**config.mk**
```make
export PLATFORM = sky130hd
export DESIGN_NAME = debug_uart_tx
export DESIGN_NICKNAME = d
export VERILOG_FILES = /design/src/rtl/hfrv_uart_pkg.sv /design/src/rtl/uart_fifo.sv /design/src/rtl/debug_uart_tx.sv
export SDC_FILE = /design/constraint.sdc
export NUM_CORES = 1
export LEC_CHECK = 0
export BUFFER_PORTS_ARGS = -buffer_cell sky130_fd_sc_hd__buf_2
export CORE_AREA = 2 2 168 170
export DETAILED_ROUTE_END_ITERATION = 7
export DIE_AREA = 0 0 170 172
export SKIP_CTS_REPAIR_TIMING = 1
export SLEW_MARGIN = 20
export SYNTH_ARGS = -nofsm -noshare
export SYNTH_HDL_FRONTEND = slang
export SYNTH_SLANG_ARGS = --single-unit
export TNS_END_PERCENT = 5
```
**constraint.sdc**
```tcl
create_clock -name clk -period 3.5 [get_ports clk]
set_clock_uncertainty 0.05 [all_clocks]
set_input_delay 0.525 -clock clk [delete_from_list [all_inputs] [get_ports clk]]
set_output_delay 0.525 -clock clk [all_outputs]
set_load 0.01 [all_outputs]
```
**src/rtl/hfrv_uart_pkg.sv**
```systemverilog
// Shared types and constants for the debug UART transmitter.
// DEBUG_UART_PARITY_EN selects an 8E1 frame (11 bits) instead of 8N1 (10 bits).
package hfrv_uart_pkg;

    typedef enum logic [2:0] {
        IDLE,
        START,
        DATA,
        PARITY,
        STOP
    } uart_state_t;

    localparam int UART_DATA_BITS = 8;

    function automatic int frame_bits();
`ifdef DEBUG_UART_PARITY_EN
        return UART_DATA_BITS + 3;
`else
        return UART_DATA_BITS + 2;
`endif
    endfunction

endpackage

```
**src/rtl/uart_fifo.sv**
```systemverilog
// Synchronous FIFO with extra-MSB pointers to tell full from empty.
// Head data is read combinationally so a pop can load it on the same edge.
module uart_fifo #(
    parameter int WIDTH = 8,
    parameter int DEPTH = 16
) (
    input  logic                     clk,
    input  logic                     reset_n,
    input  logic                     push,
    input  logic [WIDTH-1:0]         push_data,
    input  logic                     pop,
    output logic [WIDTH-1:0]         pop_data,
    output logic                     full,
    output logic                     empty,
    output logic [$clog2(DEPTH):0]   count
);

    localparam int AW = $clog2(DEPTH);

    logic [AW:0]      wr_ptr;
    logic [AW:0]      rd_ptr;
    logic [WIDTH-1:0] mem [DEPTH];
    logic             do_push;
    logic             do_pop;

    assign do_push = push && !full;
    assign do_pop  = pop && !empty;

    always_ff @(posedge clk) begin
        // NOTE: sequential state uses non-blocking (<=) so every register samples pre-edge values.
        if (!reset_n) begin
            wr_ptr <= '0;
            rd_ptr <= '0;
        end else begin
            if (do_push) wr_ptr <= wr_ptr + 1'b1;
            if (do_pop)  rd_ptr <= rd_ptr + 1'b1;
        end
    end

    // NOTE: storage is deliberately not reset; the pointers alone define which entries are valid.
    always_ff @(posedge clk) begin
        if (do_push) mem[wr_ptr[AW-1:0]] <= push_data;
    end

    assign pop_data = mem[rd_ptr[AW-1:0]];
    assign empty    = (wr_ptr == rd_ptr);
    assign full     = (wr_ptr[AW] != rd_ptr[AW]) && (wr_ptr[AW-1:0] == rd_ptr[AW-1:0]);
    assign count    = wr_ptr - rd_ptr;

endmodule

```
**src/rtl/debug_uart_tx.sv**
```systemverilog
// Buffered transmit-only UART: FIFO + frame FSM + baud/bit counters + sticky overflow.
// Define DEBUG_UART_PARITY_EN to insert an even-parity bit (8E1); default is 8N1.
module debug_uart_tx
    import hfrv_uart_pkg::*;
#(
    parameter int FIFO_DEPTH = 16,
    parameter int BAUD_DIV   = 16
) (
    input  logic                            clk,
    input  logic                            reset_n,
    input  logic                            wr_valid,
    input  logic [7:0]                      wr_data,
    output logic                            wr_ready,
    output logic                            tx,
    output logic                            busy,
    output logic [$clog2(FIFO_DEPTH+1)-1:0] fifo_count,
    output logic                            overflow,
    input  logic                            ovf_clr
);

    localparam int              CW        = $clog2(BAUD_DIV);
    localparam logic [CW-1:0]   BAUD_LAST = CW'(BAUD_DIV - 1);
    localparam logic [2:0]      LAST_BIT  = 3'(UART_DATA_BITS - 1);

    uart_state_t   state, state_n;
    logic [CW-1:0] baud_cnt, baud_cnt_n;
    logic [2:0]    bit_idx, bit_idx_n;
    logic [7:0]    shreg, shreg_n;
    logic [7:0]    fifo_head;
    logic          fifo_full;
    logic          fifo_empty;
    logic          pop;
    logic          baud_done;

    assign wr_ready  = !fifo_full;
    assign busy      = (state != IDLE) || !fifo_empty;
    assign baud_done = (baud_cnt == '0);

    uart_fifo #(
        .WIDTH (8),
        .DEPTH (FIFO_DEPTH)
    ) u_fifo (
        .clk       (clk),
        .reset_n   (reset_n),
        .push      (wr_valid && wr_ready),
        .push_data (wr_data),
        .pop       (pop),
        .pop_data  (fifo_head),
        .full      (fifo_full),
        .empty     (fifo_empty),
        .count     (fifo_count)
    );

    always_ff @(posedge clk) begin
        if (!reset_n) begin
            state    <= IDLE;
            baud_cnt <= '0;
            bit_idx  <= '0;
            shreg    <= '0;
        end else begin
            state    <= state_n;
            baud_cnt <= baud_cnt_n;
            bit_idx  <= bit_idx_n;
            shreg    <= shreg_n;
        end
    end

    always_comb begin
        // NOTE: every signal gets a default first so no branch can leave it held (no latch).
        state_n    = state;
        baud_cnt_n = baud_done ? BAUD_LAST : baud_cnt - 1'b1;
        bit_idx_n  = bit_idx;
        shreg_n    = shreg;
        pop        = 1'b0;
        unique case (state)
            IDLE: begin
                baud_cnt_n = baud_cnt;
                if (!fifo_empty) begin
                    pop        = 1'b1;
                    shreg_n    = fifo_head;
                    baud_cnt_n = BAUD_LAST;
                    state_n    = START;
                end
            end
            START: begin
                if (baud_done) begin
                    state_n   = DATA;
                    bit_idx_n = '0;
                end
            end
            DATA: begin
                if (baud_done) begin
                    bit_idx_n = bit_idx + 1'b1;
                    if (bit_idx == LAST_BIT) begin
`ifdef DEBUG_UART_PARITY_EN
                        state_n = PARITY;
`else
                        state_n = STOP;
`endif
                    end
                end
            end
`ifdef DEBUG_UART_PARITY_EN
            PARITY: begin
                if (baud_done) state_n = STOP;
            end
`endif
            STOP: begin
                // Back-to-back frames: reload straight into START with no idle cycle.
                if (baud_done) begin
                    if (!fifo_empty) begin
                        pop     = 1'b1;
                        shreg_n = fifo_head;
                        state_n = START;
                    end else begin
                        state_n = IDLE;
                    end
                end
            end
            default: begin
                state_n = IDLE;
            end
        endcase
    end

    always_comb begin
        tx = 1'b1;
        unique case (state)
            START:   tx = 1'b0;
            DATA:    tx = shreg[bit_idx];
`ifdef DEBUG_UART_PARITY_EN
            PARITY:  tx = ^shreg;
`endif
            default: tx = 1'b1;
        endcase
    end

    // A new overflow on the same edge as a clear takes priority.
    always_ff @(posedge clk) begin
        if (!reset_n) begin
            overflow <= 1'b0;
        end else if (wr_valid && !wr_ready) begin
            overflow <= 1'b1;
        end else if (ovf_clr) begin
            overflow <= 1'b0;
        end
    end

endmodule

```
==> impl_metrics.py <==
metrics = {
    "cells_and_area": {
        "fin_cells": 850,
        "areaGrowthSynthToFinish_pct": 14.71,
        "seq_area_um2": 4508,
        "diodes": 0,
        "final_common_cell": "edfxtp_1",
        "layout_common_cells": "128 x edfxtp_1, 64 x mux2i_1, 32 x dfxtp_1",
        "fill_cells": 2790,
        "drive_above_1_share_pct": 14.29,
        "fin_area_um2": 7747,
        "final_util_pct": 28.20,
        "nets": 516,
        "multiInputGateArea_um2": 2073,
    },
    "sta": {
        "holdWs_ps": 308.2,
        "final.setup.tns_ps": 0,
        "finalSetupViolCount": 0,
        "setup_slack_ps": 696.2,
        "min_period_over_period_pct": 80.11,
        "rsz0062_at_grt": "no",
        "relSlewSlack_pct": 43.24,
        "min_period_ps": 2804,
        "fmax_mhz": 356.7,
        "drv_slew": 0,
        "hold_viol": 0,
        "worst_pin_slew_ps": 848.3,
    },
    "clock_tree": {
        "clk_latency_ps": 420,
        "cts_num_sinks": 161,
        "cts-root-buf": "clkbuf_16",
        "cts_made_buffers": 17,
        "htree_levels": 4,
        "cts_tree": "done",
        "clkTransAtPathRegs_ps": 60,
        "clockBufferDepth": 2,
    },
    "synthesis": {
        "synthArstFlopShare_pct": 0,
        "yosysUniqueCellTypes": 51,
        "synthTopCellsByArea": "edfxtp_1 57%, dfxtp_1 9.8%, mux2i_1 9.5%",
        "ys_seq_elements": 161,
        "yosysWarnings": 0,
        "synth-seq-area-share_pct": 66.69,
        "synth-main-ff-cell": "edfxtp_1",
        "syn_nets": 496,
        "yosysTopAreaCell": "edfxtp_1",
        "avgSynthCellArea_um2": 14.34,
        "synth.top_cell.area_share_pct": 56.91,
        "syn_area_um2": 6754,
        "synthCells": 471,
        "synth-edff-count": 128,
    },
    "floorplan": {
        "core-area_um2": 27480,
        "start_util_pct": 24.58,
        "fp.dieW_um": 170,
        "rows": 61,
        "ios": 21,
        "die-area_um2": 29240,
        "die_height_um": 172,
    },
    "routing": {
        "routed_wl_um": 14850,
        "wl_per_cell_um": 17.46,
        "antenna_left": 0,
        "vias": 3947,
        "dr.pass1.iters": 5,
        "drt_iter0_markers": 359,
        "via_per_inst": 4.644,
        "drc_errors": 0,
    },
    "global_route": {
        "grt_max_degree": 42,
        "grt_util_all_layers_pct": 10.64,
        "grt_antenna_before_repair": 0,
        "grt_pass1_vias": 3879,
        "overflow": 0,
        "grt_pass1_wl_um": 22630,
    },
    "place": {
        "dpl.hpwl_um": 9956,
        "place_congestion": 0.8329,
        "io_buffers": 20,
        "dp_cells": 818,
        "place_area_um2": 7216,
        "dp_slack_ps": 652.6,
    },
    "hold_path": {
        "hold_class": "in -> reg",
    },
    "critical_path": {
        "worst_ep_required_time_ps": 3500,
        "cp_max_fo": 8,
        "setup.worst_path.class": "reg -> reg",
        "endpoint": "u_fifo.mem[4][2]$_DFFE_PP_",
        "startpoint_type": "register",
        "crit_arrival_ps": 2810,
        "crit_path_end_kind": "register",
        "startpoint": "u_fifo.rd_ptr[2]$_SDFFE_PN0P_",
        "reg2reg_slack_ps": 700,
        "r2r-end": "u_fifo.mem[4][2]$_DFFE_PP_",
        "r2r_start": "u_fifo.rd_ptr[2]$_SDFFE_PN0P_",
        "r2r_cells": 6,
    },
    "power_and_ir_drop": {
        "power.total_mw": 4.826,
        "vdd_drop_max_mv": 0.3508,
        "power.density_nw_per_um2": 622.9,
        "leakage_nw": 2.461,
    },
    "job": {
        "max-cap-violations": 0,
    },
    "outcome": {
        "status": "finished, final reports clean",
    },
}
flip-flops by register name, indices dropped and copies added (netlist names), named ones only:
name           count
u_fifo.mem       128
shreg              8
u_fifo.rd_ptr      5
u_fifo.wr_ptr      5
baud_cnt           4
bit_idx            3
state              3
overflow           1
how the worst min path moves through the flow:
| stage | depth (start not counted) | from | end | slack (ps) |
|---|---|---|---|---|
| 4_1_cts | 3 | ovf_clr | overflow$_SDFFE_PN0P_ | 290 |
| 3_5_place_dp | 2 | overflow$_SDFFE_PN0P_ | overflow$_SDFFE_PN0P_ | 420 |
| 6_report | 3 | ovf_clr | overflow$_SDFFE_PN0P_ | 310 |
| 5_1_grt | 3 | ovf_clr | overflow$_SDFFE_PN0P_ | 300 |
| 2_1_floorplan | 1 | baud_cnt[1]$_SDFFE_PN0P_ | baud_cnt[1]$_SDFFE_PN0P_ | 430 |
| 3_3_place_gp | 2 | overflow$_SDFFE_PN0P_ | overflow$_SDFFE_PN0P_ | 410 |
cell families after synthesis:
| group | after synthesis | share of synthesized area (%) |
|---|---|---|
| DFF | 161 | 66.69 |
| and+or+nand+nor | 97 | 7.559 |
| AOI/OAI and AO/OA | 81 | 7.855 |
| muxes | 70 | 11.49 |
| buffers and inverters | 40 | 2.612 |
| adders and majority gates | 13 | 2.519 |
| xor gates and xnor gates | 9 | 1.278 |
cell usage after synthesis (all sizes together), types with 10 or more instances:
library cell,instances
ha,12
a21oi,10
clkbuf,13
nor2,31
buf,12
nand2b,11
o22ai,20
inv,14
mux2i,64
edfxtp,128
dfxtp,33
o21ai,17
nor3,10
nand2,20
final cells by class:
class / count / area share [%]
clock buffer: 21 / 6.088
tap: 346 / 5.588
timing repair buffer: 26 / 1.873
multi-input combinational: 270 / 26.76
inverter: 15 / 0.7267
sequential: 161 / 58.19
clock inverter: 11 / 0.7752
metal layers:
layer / vias up / GRT usage (%) / wire, µm
met5: - / 0 / 0
met4: 0 / 3.753 / 204
met3: 14 / 2.724 / 708
met2: 95 / 17.60 / 7253
met1: 1997 / 13.53 / 6679
li1: 1841 / - / -
report_power, final:
part	internal (mW)	switching (mW)	leakage (nW)
logic	0.345	0.494	0.761
clock network	0.956	0.710	0.273
registers	2.18	0.139	1.43
critical path: stages, from the launching register on:
cell and delay [ps]:
dfxtp_1 430, inv_1 90, ha_1 370, and4_1 250, a21boi_1 430, nand2_1 250, nor2_1 570
Note: power is estimated with default switching activity, not from simulation.
